File: src/rtl/game_ctrl_pkg.sv
// Shared types and constants for the multi-player move controller: FSM states, move directions,
// PS/2 prefix bytes and the per-player keycode table.
package game_ctrl_pkg;

    typedef enum logic [3:0] {
        StStartScreen,
        StWaitLevel,
        StClearScreen,
        StDrawMaze,
        StDrawSpecial,
        StIdle,
        StEraseOld,
        StCheck,
        StCommit,
        StDrawNew
    } state_e;

    typedef enum logic [1:0] {
        DirUp    = 2'd0,
        DirDown  = 2'd1,
        DirLeft  = 2'd2,
        DirRight = 2'd3
    } dir_e;

    localparam logic [7:0] CodeExt = 8'hE0;
    localparam logic [7:0] CodeBrk = 8'hF0;

    localparam int unsigned MaxPlayers = 4;

    // Indexed [player][dir]; each row lists right, left, down, up.
    localparam logic [3:0][3:0][7:0] KeyCode = {
        {8'h74, 8'h6B, 8'h73, 8'h75},  // P3 numpad 6/4/5/8
        {8'h4B, 8'h3B, 8'h42, 8'h43},  // P2 L/J/K/I
        {8'h74, 8'h6B, 8'h72, 8'h75},  // P1 arrows
        {8'h23, 8'h1C, 8'h1B, 8'h1D}   // P0 D/A/S/W
    };

    // Only the arrow keys carry the E0 prefix.
    localparam logic [3:0] KeyIsExt = 4'b0010;

    typedef struct packed {
        logic       hit;
        logic [1:0] player;
        dir_e       dir;
    } key_move_t;

    typedef struct packed {
        logic draw_start;
        logic draw_clear;
        logic draw_maze;
        logic draw_special;
        logic erase_box;
        logic check_move;
        logic commit_move;
        logic draw_box;
    } cmd_t;

    function automatic key_move_t decode_key(input logic [7:0] code, input logic ext);
        key_move_t m;
        m = '{hit: 1'b0, player: 2'd0, dir: DirUp};
        for (int p = 0; p < MaxPlayers; p++) begin
            for (int d = 0; d < 4; d++) begin
                if (ext == KeyIsExt[p] && code == KeyCode[p][d]) begin
                    m.hit    = 1'b1;
                    m.player = 2'(p);
                    m.dir    = dir_e'(2'(d));
                end
            end
        end
        return m;
    endfunction

    function automatic cmd_t state_cmds(input state_e st);
        cmd_t c;
        c              = '0;
        c.draw_start   = (st == StStartScreen);
        c.draw_clear   = (st == StClearScreen);
        c.draw_maze    = (st == StDrawMaze);
        c.draw_special = (st == StDrawSpecial);
        c.erase_box    = (st == StEraseOld);
        c.check_move   = (st == StCheck);
        c.commit_move  = (st == StCommit);
        c.draw_box     = (st == StDrawNew);
        return c;
    endfunction

endpackage

File: src/rtl/move_queue.sv
// First-word-fall-through FIFO of pending moves. A pop frees a slot for a push in the same
// cycle, so a simultaneous push and pop is accepted even when full.
module move_queue #(
    parameter int unsigned DEPTH = 4,
    parameter int unsigned WIDTH = 4
) (
    input  logic             clock,
    input  logic             resetn,
    input  logic             push,
    input  logic             pop,
    input  logic             flush,
    input  logic [WIDTH-1:0] din,
    output logic [WIDTH-1:0] dout,
    output logic             full,
    output logic             empty
);

    localparam int unsigned AddrW = $clog2(DEPTH);

    logic [WIDTH-1:0] mem [DEPTH];
    logic [AddrW-1:0] wr_ptr;
    logic [AddrW-1:0] rd_ptr;
    logic [AddrW:0]   count;
    logic             do_push;
    logic             do_pop;

    assign empty   = (count == '0);
    assign full    = (count == (AddrW + 1)'(DEPTH));
    assign do_pop  = pop && !empty && !flush;
    assign do_push = push && !flush && (!full || do_pop);
    assign dout    = mem[rd_ptr];

    always_ff @(posedge clock or negedge resetn) begin
        if (!resetn) begin
            wr_ptr <= '0;
            rd_ptr <= '0;
            count  <= '0;
        end else if (flush) begin
            wr_ptr <= '0;
            rd_ptr <= '0;
            count  <= '0;
        end else begin
            if (do_push) begin
                wr_ptr <= wr_ptr + 1'b1;
            end
            if (do_pop) begin
                rd_ptr <= rd_ptr + 1'b1;
            end
            if (do_push && !do_pop) begin
                count <= count + 1'b1;
            end else if (do_pop && !do_push) begin
                count <= count - 1'b1;
            end
        end
    end

    always_ff @(posedge clock) begin
        if (do_push) begin
            mem[wr_ptr] <= din;
        end
    end

endmodule

File: src/rtl/multi_player_move_ctrl.sv
// Game controller: decodes PS/2 bytes into per-player moves, buffers them, and sequences the
// renderer and legality checker through screen setup and one move at a time.
module multi_player_move_ctrl
    import game_ctrl_pkg::*;
#(
    parameter int unsigned NUM_PLAYERS = 2,
    parameter int unsigned QUEUE_DEPTH = 4,
    parameter int unsigned LEVEL_W     = 3,
    localparam int unsigned PlayerW    = (NUM_PLAYERS > 1) ? $clog2(NUM_PLAYERS) : 1
) (
    input  logic               clock,
    input  logic               resetn,
    input  logic               external_reset,
    input  logic [LEVEL_W-1:0] level_sw,
    input  logic               rx_en,
    input  logic [7:0]         rx_data,
    input  logic               done_screen,
    input  logic               done_maze,
    input  logic               done_special,
    input  logic               done_erase,
    input  logic               done_check,
    input  logic               is_legal,
    input  logic               done_draw,
    output logic               draw_start,
    output logic               draw_clear,
    output logic               draw_maze,
    output logic               draw_special,
    output logic               erase_box,
    output logic               check_move,
    output logic               commit_move,
    output logic               draw_box,
    output logic [PlayerW-1:0] move_player,
    output logic [1:0]         move_dir,
    output logic [LEVEL_W-1:0] level_q,
    output logic               drop_pulse
);

    localparam int unsigned QueueW = PlayerW + 2;

    state_e    state_q;
    state_e    state_d;
    cmd_t      cmd_q;
    logic      ext_q;
    logic      brk_q;
    key_move_t key;
    logic      byte_done;
    logic      key_req;
    logic      accepting;
    logic      force_start;
    logic      q_flush;
    logic      q_push;
    logic      q_pop;
    logic      q_full;
    logic      q_empty;
    logic [QueueW-1:0] q_din;
    logic [QueueW-1:0] q_dout;

    assign key       = decode_key(rx_data, ext_q);
    assign byte_done = rx_en && (rx_data != CodeExt) && (rx_data != CodeBrk);
    assign key_req   = byte_done && !brk_q && key.hit && (32'(key.player) < NUM_PLAYERS);
    assign q_din     = {key.player[PlayerW-1:0], key.dir};

    assign accepting   = state_q inside {StIdle, StEraseOld, StCheck, StCommit, StDrawNew};
    // Once a level is chosen, dropping the switch back to zero aborts the game.
    assign force_start = !(state_q inside {StStartScreen, StWaitLevel}) && (level_sw == '0);
    assign q_flush     = external_reset || force_start || !accepting;
    assign q_pop       = (state_q == StIdle) && !q_empty && !q_flush;
    assign q_push      = key_req && !q_flush;

    move_queue #(
        .DEPTH (QUEUE_DEPTH),
        .WIDTH (QueueW)
    ) u_move_queue (
        .clock  (clock),
        .resetn (resetn),
        .push   (q_push),
        .pop    (q_pop),
        .flush  (q_flush),
        .din    (q_din),
        .dout   (q_dout),
        .full   (q_full),
        .empty  (q_empty)
    );

    always_comb begin
        state_d = state_q;
        if (external_reset || force_start) begin
            state_d = StStartScreen;
        end else begin
            unique case (state_q)
                StStartScreen: if (done_screen)      state_d = StWaitLevel;
                StWaitLevel:   if (level_sw != '0)   state_d = StClearScreen;
                StClearScreen: if (done_screen)      state_d = StDrawMaze;
                StDrawMaze:    if (done_maze)        state_d = StDrawSpecial;
                StDrawSpecial: if (done_special)     state_d = StIdle;
                StIdle:        if (q_pop)            state_d = StEraseOld;
                StEraseOld:    if (done_erase)       state_d = StCheck;
                StCheck: begin
                    if (done_check) begin
                        state_d = is_legal ? StCommit : StDrawNew;
                    end
                end
                StCommit:                            state_d = StDrawNew;
                StDrawNew:     if (done_draw)        state_d = StIdle;
                default:                             state_d = StStartScreen;
            endcase
        end
    end

    always_ff @(posedge clock or negedge resetn) begin
        if (!resetn) begin
            state_q     <= StStartScreen;
            cmd_q       <= state_cmds(StStartScreen);
            ext_q       <= 1'b0;
            brk_q       <= 1'b0;
            move_player <= '0;
            move_dir    <= '0;
            level_q     <= '0;
            drop_pulse  <= 1'b0;
        end else if (external_reset) begin
            state_q     <= StStartScreen;
            cmd_q       <= state_cmds(StStartScreen);
            ext_q       <= 1'b0;
            brk_q       <= 1'b0;
            move_player <= '0;
            move_dir    <= '0;
            level_q     <= '0;
            drop_pulse  <= 1'b0;
        end else begin
            state_q    <= state_d;
            cmd_q      <= state_cmds(state_d);
            drop_pulse <= key_req && !q_flush && q_full && !q_pop;
            if (rx_en) begin
                if (rx_data == CodeExt) begin
                    ext_q <= 1'b1;
                end else if (rx_data == CodeBrk) begin
                    brk_q <= 1'b1;
                end else begin
                    ext_q <= 1'b0;
                    brk_q <= 1'b0;
                end
            end
            if (q_pop) begin
                move_player <= q_dout[QueueW-1:2];
                move_dir    <= q_dout[1:0];
            end
            if (state_q == StWaitLevel && state_d == StClearScreen) begin
                level_q <= level_sw;
            end
        end
    end

    assign draw_start   = cmd_q.draw_start;
    assign draw_clear   = cmd_q.draw_clear;
    assign draw_maze    = cmd_q.draw_maze;
    assign draw_special = cmd_q.draw_special;
    assign erase_box    = cmd_q.erase_box;
    assign check_move   = cmd_q.check_move;
    assign commit_move  = cmd_q.commit_move;
    assign draw_box     = cmd_q.draw_box;

endmodule

File: config.mk
export PLATFORM = sky130hd
export DESIGN_NAME = multi_player_move_ctrl
export DESIGN_NICKNAME = d
export VERILOG_FILES = /design/src/rtl/game_ctrl_pkg.sv /design/src/rtl/move_queue.sv /design/src/rtl/multi_player_move_ctrl.sv
export SDC_FILE = /design/constraint.sdc
export NUM_CORES = 1
export LEC_CHECK = 0
export CAP_MARGIN = 20
export CORE_MARGIN = 2
export CORE_UTILIZATION = 30
export DETAILED_ROUTE_END_ITERATION = 8
export GPL_TIMING_DRIVEN = 0
export PLACE_DENSITY = 0.56
export SLEW_MARGIN = 0
export SYNTH_ARGS = -nofsm -noshare
export SYNTH_HDL_FRONTEND = slang
export SYNTH_SLANG_ARGS = --single-unit
File: constraint.sdc
create_clock -name clock -period 6.1 [get_ports clock]
set_input_delay 1.22 -clock clock [delete_from_list [all_inputs] [get_ports clock]]
set_output_delay 1.22 -clock clock [all_outputs]
set_load 0.05 [all_outputs]
Word-level counts from Yosys, hierarchy flattened
Memories as Yosys holds them, arrays and structs flattened.
Index checks and enable logic that the tools add are counted.
- bits in registers: 28
- bits in writable memories: 12
- output and inout port bits: 15
- logic and storage cells: 176
- memories kept: 1
- $add $sub $neg: 4
- magnitude comparators: 1
- equality and inequality tests: 36
- mux-type cells: 54
- bitwise operators: 1
- reduce and logical (&&, ||, !) cells: 61
- memory list (memory ; words ; bits a word ; read ports ; clocked after memory_dff ; wr ports ; RTL line ; RTL):
    u_move_queue.mem ; 4 ; 3 ; 1 ; 0 ; 1 ; move_queue.sv:20 ; logic [WIDTH-1:0] mem [DEPTH];
- operator list (operator ; count):
    two-way mux 5 bit ; 16
    == test 8 x 7 -> 1 bit, second input constant ; 8
    two-way mux 4 bit ; 11
    one-hot mux 4 bit (10 select lines) ; 1
    logical AND 1 bit ; 34
    == test 4 x 3 -> 1 bit, second input constant ; 7
    == test 8 x 5 -> 1 bit, second input constant ; 3
    == test 4 x 2 -> 1 bit, second input constant ; 4
    == test 4 bit, second input constant ; 4
    == test 8 x 6 -> 1 bit, second input constant ; 2
    == test 8 bit, second input constant ; 2
    != test 8 bit, second input constant ; 2
    two-way mux 3 bit ; 5
    two-way mux 1 bit ; 14
    two-way mux 2 bit ; 6
    nonzero test 2 bit ; 6
    logical NOT 1 bit ; 9
    logical NOT 4 bit ; 2
    two-way mux 8 bit ; 1
    logical NOT 3 bit ; 2
    nonzero test 3 bit ; 2
    nonzero test 5 bit ; 1
    adder 2 x 1 -> 2 bit, second input constant ; 2
    == test 4 x 1 -> 1 bit, second input constant ; 1
    9 further kinds ; 12

Longest topological paths before layout
Gate-level depths: netlist (run 1).
- word-level depth: 28
- gate-level depth with buffers: 13
- gate-level depth less buffers: 11

Cells and area by module
Synthesis (run 1) repeated with hierarchy kept, for this count alone.
- cell total of the unflattened synthesis: 240
- area total of the unflattened synthesis: 2376.0 um2
- by module, submodules not included (module ; instances ; cells each ; area each (um2)):
    multi_player_move_ctrl ; 1 ; 175 ; 1436.4
    move_queue ; 1 ; 65 ; 939.7

Worst setup path before layout (run 1)
Ideal clock, no wire load.
- kind: in2reg
- start point: input rx_data[6]
- end point: register u_move_queue.count[2]
- setup time: 0.070 ns
- arrival: 3.785 ns
- required time: 6.030 ns
- slack: 2.245 ns
- stages: 12
- path buffers: 2
- cell sequence: clkbuf_1 > xnor2_1 > o22ai_1 > and3_1 > or4_4 > buf_6 > nor3b_4 > nand2_1 > fa_1 > nor4b_1 > mux2i_1 > nand3b_1
- longest elaborated chain between the ends: 26
- RTL lines (what ; RTL line ; RTL):
    start, declared ; multi_player_move_ctrl.sv:16 ; input logic [7:0] rx_data,
    parallel branches: the longest is 19 deep, another holds == test 8 x 5 -> 1 bit ; - ;
    logical AND 1 bit (*) ; multi_player_move_ctrl.sv:60 ; assign key_req = byte_done && !brk_q && key.hit && (32'(key.player) < NUM_PLAYERS);
    logical AND 1 bit (*) ; multi_player_move_ctrl.sv:68 ; assign q_push = key_req && !q_flush;
    logical AND 1 bit (*) (2 in series) ; move_queue.sv:30 ; assign do_push = push && !flush && (!full || do_pop);
    logical AND 1 bit or logical NOT 1 bit (tied branches) ; move_queue.sv:49, move_queue.sv:51 ;
    two-way mux 3 bit or logical AND 1 bit (tied branches) ; move_queue.sv:49, move_queue.sv:51 ;
    two-way mux 3 bit or nonzero test 3 bit (tied branches) ; - ;
    end signal, assigned ; move_queue.sv:50 ; count <= count + 1'b1;
    end signal, assigned ; move_queue.sv:52 ; count <= count - 1'b1;
    end, declared ; move_queue.sv:23 ; logic [AddrW:0] count;
Mark *: on every way between the ends.
A chain may end at the register's enable or synchronous reset.

Worst setup path after layout (run 1)
- start point: input rx_data[4]
- end point: register u_move_queue.count[2]
Same word-level chain as after synthesis.

==> results of run 1 <==
flip-flops by register name, indices dropped and copies added (netlist names), 2 cells and up:
name	cells
level_q	3
move_dir	2
state_q	4
u_move_queue.count	3
u_move_queue.mem	12
u_move_queue.rd_ptr	2
u_move_queue.wr_ptr	2
cells in the final DEF (no fill, tap or decap), types with 5 or more instances in the layout:
cell / n
mux2i_1: 7
clkbuf_8: 5
a21oi_1: 10
o21ai_0: 5
clkbuf_1: 8
nor2b_1: 8
and2_1: 5
nor3_1: 6
inv_1: 8
nor2_1: 22
o22ai_1: 6
dfrtp_1: 27
clkdlybuf4s50_1: 32
nand2_1: 20
edfxtp_1: 12
report_power, final:
| group | switching (mW) | leakage, nW | internal [mW] | total, mW |
|---|---|---|---|---|
| combinational | 0.141 | 0.547 | 0.0835 | 0.224 |
| clock | 0.0979 | 0.0583 | 0.123 | 0.221 |
| sequential | 0.0146 | 0.496 | 0.296 | 0.311 |
| total | 0.253 | 1.10 | 0.503 | 0.756 |
worst register-to-register path, stage by stage (launching register included):
cell and delay, ns:
dfrtp_1 0.46, nor2_1 0.21, nand2_1 0.15, a211o_4 0.39, or4_4 0.49, buf_6 0.15, nor3b_4 0.37, nand2_1 0.12
fa_1 0.44, nor4b_1 0.32, mux2i_1 0.12, nand3b_1 0.10
Yosys cell counts, types with 3 or more instances:
library cell,number
nor2b_1,8
mux4_2,3
nand3b_1,4
edfxtp_1,12
mux2i_1,7
and2_1,5
and3_1,4
clkbuf_1,8
nor2_1,22
xnor2_1,4
inv_1,8
nor4b_1,3
o21ai_0,5
o22ai_1,6
buf_2,3
a21oi_1,10
nand4_1,3
a31oi_1,4
ha_1,4
a211oi_1,3
nand3_1,3
nand2b_1,4
nand2_1,20
nor3_1,6
nor3b_1,3
dfrtp_1,27
metrics by stage:
stage / hold slack (ns) / std cells / instance area [sq um] / total power [mW] / utilization [%]
after floorplan: 0.503 / 231 / 2350 / 0.470 / -
after detailed placement: 0.514 / 366 / 2830 / 0.540 / 37.0
final: 0.528 / 374 / 2940 / 0.756 / 38.5
after CTS: 0.536 / 374 / 2940 / 0.763 / 38.5
after global routing: 0.554 / 374 / 2940 / 0.796 / 38.5
after global placement: 0.511 / 365 / 2800 / 0.539 / 36.6
metal layers:
| layer | up-vias | share of wire (%) | global-route usage, % |
|---|---|---|---|
| met2 | 56 | 48 | 21.2 |
| li1 | 933 | - | - |
| met5 | - | 0 | 0 |
| met1 | 901 | 45 | 16.6 |
| met3 | 10 | 5.9 | 3.66 |
| met4 | 0 | 1.8 | 3.98 |
logic make-up after synthesis:
kind of cell / Yosys count / synth area share (%)
and+or+nand+nor: 104 / 26.2
AOI/OAI and AO/OA: 46 / 13.9
DFF: 40 / 45.2
buffers and inverters: 20 / 3.67
muxes: 10 / 5.85
adders and majority gates: 6 / 3.40
xor gates and xnor gates: 5 / 1.86
final timing paths:
kind / cells past startpoint / from / end
max: 12 / rx_data[4] / u_move_queue.count[2]$_DFFE_PN0P_
min: 2 / level_q[2]$_DFFE_PN0P_ / level_q[2]$_DFFE_PN0P_
max reg2reg: 11 / state_q[2]$_DFF_PN0_ / u_move_queue.count[2]$_DFFE_PN0P_
min reg2reg: 2 / level_q[2]$_DFFE_PN0P_ / level_q[2]$_DFFE_PN0P_
max in group asynchronous: 2 / resetn / ext_q$_DFFE_PN0P_
min in group asynchronous: 1 / resetn / state_q[0]$_DFF_PN0_
area by class of cell:
class	count	area [sq um]	area share, %
multi-input cells	171	1200	40.9
well taps	102	128	4.33
inverters	8	30.0	1.02
repair buffers	33	348	11.8
clock inverters	3	47.5	1.61
flip-flops and latches	40	1060	36.1
plain buffers	12	56.3	1.91
clock buffers	5	68.8	2.34
==> impl_metrics.py, run 1 <==
metrics = {
    "clock_tree": {
        "post_cts_buffers": 0,
        "cts-root-buf": "clkbuf_8",
        "cts_buffers": 5,
        "worstSkewPairLatency_ns": 0.30,
        "clk_pin_slew_ns": 0.09,
        "cts_buffer_depth": 2,
        "cts_tree": "done",
        "cts_hold_buf": 0,
        "htreeDepth": 2,
        "cts.sinks": 40,
        "ctsResizeCount": 0,
    },
    "sta": {
        "grt_setup_unrepaired": "false",
        "setup_tns_ns": 0,
        "tightest_slew_ns": 0.919,
        "period_minus_slack_ns": 4.39,
        "final.period_utilization_pct": 71.9,
        "slew_headroom_pct": 38.2,
        "fmax_mhz": 228,
        "layout_setup_ws_ns": 1.71,
        "setup_viol": 0,
        "slew_viol_final": 0,
        "final-hold-violation-count": 0,
        "skew_ns": 0.0118,
    },
    "yosys": {
        "synth_ff_type": "dfrtp_1",
        "syn_nets": 258,
        "yosysSeqAreaShare_pct": 45.2,
        "async_reset_ff_share_pct": 70.0,
        "ys_warn_count": 0,
        "netlist.area_leader.share_pct": 28.7,
        "yosysTopAreaCell": "dfrtp_1",
        "synth-edff-count": 12,
        "synthesis.area_sq_mm": 0.00235,
        "synth_cell_types": 63,
        "synth_cells": 231,
        "syn-mean-instance-area_sq_um": 10.2,
        "ys_ff_latch": 40,
        "ys_top_cells_by_area": "dfrtp_1 29%, edfxtp_1 15%, nor2_1 3.5%",
    },
    "cells_and_area": {
        "diodes": 0,
        "layout-drive-gt1-share_pct": 10.7,
        "syn_to_final_growth_pct": 25.2,
        "fin_nets": 298,
        "fillers": 772,
    },
    "setup_path": {
        "critPathTopFamily": "simple AND/OR/NAND/NOR gates",
        "path_cells": "clkdlybuf4s50_1 -> clkbuf_1 -> o22ai_1 -> and3_1 -> or4_4 -> buf_6 -> nor3b_4 -> nand2_1 -> fa_1 -> nor4b_1 -> mux2i_1 -> nand3b_1",
        "slowest_delay_ns": 0.51,
        "cp_num_buf_inv": 3,
        "critPathSlowestCell": "or4_4",
        "cp.required_ns": 6.33,
        "cp.arrival_ns": 4.62,
        "worstPathMaxFanout": 10,
        "reg2reg_setup_slack_ns": 2.71,
        "end_kind": "register",
        "crit_type": "input port to register",
        "start_kind": "input port",
    },
    "detailed_routing": {
        "avgViaCountPerCell": 5.08,
        "first_iter_violations": 65,
        "drt-wirelength-per-cell_um": 13.9,
        "drt_pre_antenna_iters": 4,
        "ant_nets": 0,
        "vias": 1900,
        "drc": 0,
        "routed_wl_um": 5190,
    },
    "place": {
        "place.gp.congestion": 0.807,
        "place_hpwl_um": 3860,
        "post-place-ws_ns": 1.42,
        "port_buffers": 32,
    },
    "floorplanning": {
        "core_area_sq_mm": 0.00765,
        "start_util_pct": 30.8,
        "die_y_um": 92.6,
        "num_io_pins": 37,
        "num_rows": 32,
        "fp.dieW_um": 92.6,
        "die_area_sq_mm": 0.00857,
    },
    "grt": {
        "grt_max_degree": 20,
        "first_global_vias": 1825,
        "grt_pass1_wl_um": 8770,
        "grt_usage_pct": 13.0,
        "grt_overflow": 0,
        "antenna_found_initial": 0,
    },
    "job": {
        "drv_cap": 0,
    },
    "power": {
        "vdd_ir_drop_max_uv": 99.5,
        "power_density_mw_per_mm2": 257,
        "leakage_nw": 1.10,
    },
    "worst_hold_path": {
        "hold_class": "register to register",
    },
    "run_status": {
        "status": "finished clean",
    },
}
Power figures use the tool's default switching activity.
==> run 2: changes to the inputs <==
- PLACE_DENSITY: 0.56 -> 0.57
- clock period: 6.1 -> 4 ns (I/O delays scaled with it)
==> run 2 against run 1 <==
Net effect:
- via count increased by 0.84%
- register-to-register slack got worse by 1.9 ns
- final area increased by 0.64%
- non-clock buffer count increased by 3
- routed wire length increased by 0.46%
- clock power increased by 50%
- critical endpoint unchanged
- worst hold slack improved by 0.0028 ns
- global-route usage decreased by 0.072 points
==> impl_metrics.py, run 2 (synthesis results as in run 1) <==
metrics = {
    "floorplanning": {
        "num_io_pins": 37,
        "fp.dieW_um": 92.6,
        "core_area_sq_mm": 0.00765,
        "die_y_um": 92.6,
        "die_area_sq_mm": 0.00857,
        "num_rows": 32,
        "start_util_pct": 30.8,
    },
    "detailed_routing": {
        "ant_nets": 0,
        "routed_wl_um": 5220,
        "met3RoutedLength_um": 263,
        "vias": 1916,
        "drt-wirelength-per-cell_um": 13.8,
        "wl_met2_um": 2430,
        "drc": 0,
        "first_iter_violations": 88,
        "wl_met1_um": 2430,
        "avgViaCountPerCell": 5.08,
        "drt_pre_antenna_iters": 8,
        "highest_layer": "met4",
    },
    "setup_path": {
        "worstSetupStartpoint": "rx_data[3]",
        "crit_type": "input port to register",
        "worstPathMaxFanout": 10,
        "timing.rr.start": "state_q[2]$_DFF_PN0_",
        "cp.required_ns": 4.23,
        "start_kind": "input port",
        "reg2reg_depth": 11,
        "end_kind": "register",
        "cp.arrival_ns": 3.86,
    },
    "grt": {
        "first_global_vias": 1889,
        "grt_overflow": 0,
        "grt_pass1_wl_um": 8820,
        "antenna_found_initial": 0,
        "grt_usage_pct": 12.9,
        "grt_max_degree": 19,
    },
    "worst_hold_path": {
        "hold_class": "register to register",
        "hold_depth": 2,
        "hp-start": "level_q[1]$_DFFE_PN0P_",
    },
    "power": {
        "vdd_ir_drop_max_uv": 136,
        "power_density_mw_per_mm2": 388,
        "leakage_nw": 1.12,
    },
    "run_status": {
        "status": "finished clean",
    },
    "clock_tree": {
        "cts_hold_buf": 0,
        "worstSkewPairLatency_ns": 0.30,
        "cts_tree": "done",
        "cts-root-buf": "clkbuf_8",
        "cts_buffer_depth": 2,
        "cts_buffers": 5,
        "cts.sinks": 40,
        "clk_pin_slew_ns": 0.09,
        "htreeDepth": 2,
    },
    "cells_and_area": {
        "layout_commonest_cell": "clkdlybuf4s50_1",
        "layout-drive-gt1-share_pct": 11.6,
        "regMostFlops": "u_move_queue.mem",
        "utilization_pct": 38.7,
        "largest_register_ffs": 12,
        "layout_common_cells": "32 x clkdlybuf4s50_1, 27 x dfrtp_1, 22 x nor2_1",
        "design_area_sq_mm": 0.00296,
        "fin_nets": 301,
        "instances_no_fill": 377,
        "diodes": 0,
        "top_regs": "u_move_queue.mem x12, state_q x4",
        "syn_to_final_growth_pct": 26.0,
    },
    "place": {
        "place_area_sq_mm": 0.00283,
        "place_hpwl_um": 3860,
        "post-place-ws_ns": -0.228,
        "port_buffers": 32,
        "placedCellCount": 366,
        "place.gp.congestion": 0.828,
    },
    "sta": {
        "slew_viol_final": 0,
        "slew_headroom_pct": 37.9,
        "grt_setup_unrepaired": "false",
        "final.period_utilization_pct": 90.8,
        "skew_ns": 0.0115,
        "setup_viol": 0,
        "period_minus_slack_ns": 3.63,
        "tightest_slew_ns": 0.922,
        "layout_setup_ws_ns": 0.368,
        "fmax_mhz": 275,
        "final-hold-violation-count": 0,
        "setup_tns_ns": 0,
    },
    "job": {
        "drv_cap": 0,
    },
}
## run 2: cell count changes in the layout (fill, tap and decap cells not counted), sizes merged
cell / delta
buf: +3
## run 2: layer usage
metal  vias up  global-route usage, %
met3         9                   3.34
met4         0                   4.73
met1       915                   16.4
met2        54                   21.1
met5         -                      0
li1        938                      -
## run 2: critical path, stage by stage
cell             delay [ns]
clkdlybuf4s50_1        0.47
buf_2                  0.21
xnor2_1                0.14
o22ai_1                0.09
and3_1                 0.21
or4_4                  0.51
buf_6                  0.15
nor3b_4                0.24
nand2_1                0.10
fa_1                   0.42
nor4b_1                0.31
mux2i_1                0.11
nand3b_1               0.09
## run 2: area by class of cell
cell class              instances  area (sq um)
clock inverters                 3          42.5
repair buffers                 36           370
plain buffers                  12          57.6
inverters                       8          30.0
flip-flops and latches         40          1060
well taps                     102           128
fillers                       769          4680
clock buffers                   5          68.8
multi-input cells             171          1200
## run 2: worst paths after layout
kind                                                          end  slack (ns)
worst max-delay path            u_move_queue.count[2]$_DFFE_PN0P_        0.37
worst min-delay path                       level_q[1]$_DFFE_PN0P_        0.53
worst max register to register  u_move_queue.count[2]$_DFFE_PN0P_        0.82
worst min register to register             level_q[1]$_DFFE_PN0P_        0.53
max in group asynchronous                    state_q[3]$_DFF_PN0_        2.66
min in group asynchronous                    state_q[0]$_DFF_PN0_        0.85
## run 2: report_power, final
part	total [mW]	switching [mW]	internal, mW
Sequential	0.473	0.0217	0.452
Clock	0.331	0.146	0.185
Combinational	0.344	0.216	0.128
## run 2: repair_timing
item / in CTS / in global routing
hold endpoints to repair: 0 / 0
resized for setup: 0 / 2
setup endpoints to repair: 0 / 1
buffers inserted: 0 / 3
## run 2: stage by stage
stage | hold WS [ns] | power, mW
6_report | 0.531 | 1.15
3_3_place_gp | 0.511 | 0.817
5_1_grt | 0.563 | 1.21
4_1_cts | 0.536 | 1.16
2_1_floorplan | 0.503 | 0.717
3_5_place_dp | 0.517 | 0.825
==> run 3: changes to the inputs <==
- SLEW_MARGIN: 0 -> 20
==> run 3 against run 2 <==
Net effect:
- register-to-register slack got worse by 0.12 ns
- largest cell class unchanged
- critical endpoint unchanged
- utilization decreased by 1.0 points
- highest routed layer unchanged
- count of clock-buffer cells in the layout unchanged
- via count decreased by 2.6%
- sequential share of layout area increased by 0.98 points
- total power decreased by 6.2%
==> impl_metrics.py, run 3 (synthesis results as in run 1) <==
metrics = {
    "sta": {
        "setup_tns_ns": 0,
        "slew_viol_final": 0,
        "period_minus_slack_ns": 3.78,
        "slew_headroom_pct": 40.3,
        "final.period_utilization_pct": 94.5,
        "skew_ns": 0.00747,
        "setup_viol": 0,
        "holdWs_ns": 0.509,
        "fmax_mhz": 265,
        "final-hold-violation-count": 0,
        "grt_setup_unrepaired": "false",
        "tightest_slew_ns": 0.887,
    },
    "cells_and_area": {
        "layout_common_cells": "31 x clkdlybuf4s50_1, 27 x dfrtp_1, 22 x nor2_1",
        "top_regs": "u_move_queue.mem x12, state_q x4",
        "regMostFlops": "u_move_queue.mem",
        "layout-drive-gt1-share_pct": 10.7,
        "fin_nets": 297,
        "largest_register_ffs": 12,
        "instances_no_fill": 373,
        "diodes": 0,
        "syn_to_final_growth_pct": 22.6,
        "fillers": 779,
        "layout_commonest_cell": "clkdlybuf4s50_1",
    },
    "detailed_routing": {
        "ant_nets": 0,
        "drt-wirelength-per-cell_um": 13.8,
        "drt_pre_antenna_iters": 4,
        "routed_wl_um": 5130,
        "drc": 0,
        "vias": 1867,
        "first_iter_violations": 80,
        "avgViaCountPerCell": 5.01,
    },
    "floorplanning": {
        "core_area_sq_mm": 0.00765,
        "fp.dieW_um": 92.6,
        "num_io_pins": 37,
        "die_y_um": 92.6,
        "die_area_sq_mm": 0.00857,
        "num_rows": 32,
        "start_util_pct": 30.8,
    },
    "clock_tree": {
        "post_cts_buffers": 0,
        "cts_buffer_depth": 2,
        "cts-root-buf": "clkbuf_8",
        "cts_tree": "done",
        "worstSkewPairLatency_ns": 0.30,
        "cts.sinks": 40,
        "clk_pin_slew_ns": 0.08,
        "htreeDepth": 2,
        "cts_buffers": 5,
    },
    "grt": {
        "grt_usage_pct": 13.0,
        "grt_max_degree": 29,
        "first_global_vias": 1846,
        "antenna_found_initial": 0,
        "grt_overflow": 0,
        "grt_pass1_wl_um": 8850,
    },
    "place": {
        "placedCellCount": 365,
        "place.gp.congestion": 0.828,
        "place_hpwl_um": 3830,
        "port_buffers": 32,
    },
    "power": {
        "power.total_mw": 1.08,
        "leakage_nw": 1.07,
        "power_density_mw_per_mm2": 374,
        "vdd_ir_drop_max_uv": 135,
    },
    "setup_path": {
        "reg2reg_depth": 11,
        "cp.required_ns": 4.23,
        "cp.arrival_ns": 4.01,
        "start_kind": "input port",
        "end_kind": "register",
        "worstPathMaxFanout": 10,
        "reg2reg_setup_slack_ns": 0.70,
        "crit_type": "input port to register",
    },
    "job": {
        "drv_cap": 0,
    },
    "run_status": {
        "status": "finished clean",
    },
    "worst_hold_path": {
        "hold_class": "input port to async pin",
    },
}
-- run 3: cell types whose count changed in the layout (fill, tap and decap cells not counted), sizes merged --
cell / delta
clkinv: -1
bufinv: -1
clkdlybuf4s50: -1
buf: -3
clkinvlp: +2
-- run 3: path summary, 6_finish.rpt --
check / from / end
min reg2reg: level_q[2]$_DFFE_PN0P_ / level_q[2]$_DFFE_PN0P_
max: rx_data[3] / u_move_queue.count[2]$_DFFE_PN0P_
max reg2reg: state_q[2]$_DFF_PN0_ / u_move_queue.count[2]$_DFFE_PN0P_
max in group asynchronous: resetn / u_move_queue.count[0]$_DFFE_PN0P_
min in group clock: level_q[2]$_DFFE_PN0P_ / level_q[2]$_DFFE_PN0P_
min: resetn / state_q[0]$_DFF_PN0_
-- run 3: timing repair --
item,4_1_cts,5_1_grt
hold buffers,0,0
gates resized for setup,0,2
endpoints found under the setup margin,0,1
-- run 3: layer usage --
layer / part of all wire, % / wire length (um) / track usage (%) / vias up
met4: 1.9 / 98 / 4.60 / 0
met3: 4.8 / 245 / 3.42 / 8
met1: 46 / 2380 / 16.6 / 877
li1: - / - / - / 927
met2: 47 / 2410 / 21.4 / 55
met5: 0 / 0 / 0 / -
-- run 3: report_power, final --
group	switching, mW	total [mW]	internal, mW
registers	0.0217	0.473	0.452
logic	0.215	0.339	0.124
clock network	0.144	0.265	0.120
total	0.381	1.08	0.696
-- run 3: layout make-up --
| cell class | instances | area, sq um | share of cell area, % |
|---|---|---|---|
| inverter | 8 | 30.0 | 1.04 |
| buffer | 12 | 57.6 | 2.00 |
| clock inverter | 3 | 18.8 | 0.651 |
| tap | 102 | 128 | 4.43 |
| multi-input combinational | 171 | 1200 | 41.7 |
| sequential | 40 | 1060 | 36.8 |
| timing repair buffer | 32 | 315 | 10.9 |
| clock buffer | 5 | 68.8 | 2.39 |
-- run 3: worst max-delay path, stage by stage --
cell and delay (ns):
clkdlybuf4s50_1 0.46, buf_2 0.21, xnor2_1 0.14, o22ai_1 0.10, and3_1 0.21, or4_4 0.51, buf_6 0.15, nor3b_4 0.37
nand2_1 0.12, fa_1 0.43, nor4b_1 0.30, mux2i_1 0.10, nand3b_1 0.10
-- run 3: metrics by stage --
step,util (%),instance area (sq um),worst slack [ns]
3_5_place_dp,36.6,2800,-0.251
3_3_place_gp,36.6,2800,-0.224
5_1_grt,37.7,2880,0.0289
2_1_floorplan,-,2350,0.565
6_report,37.7,2880,0.221
4_1_cts,37.7,2880,0.0644
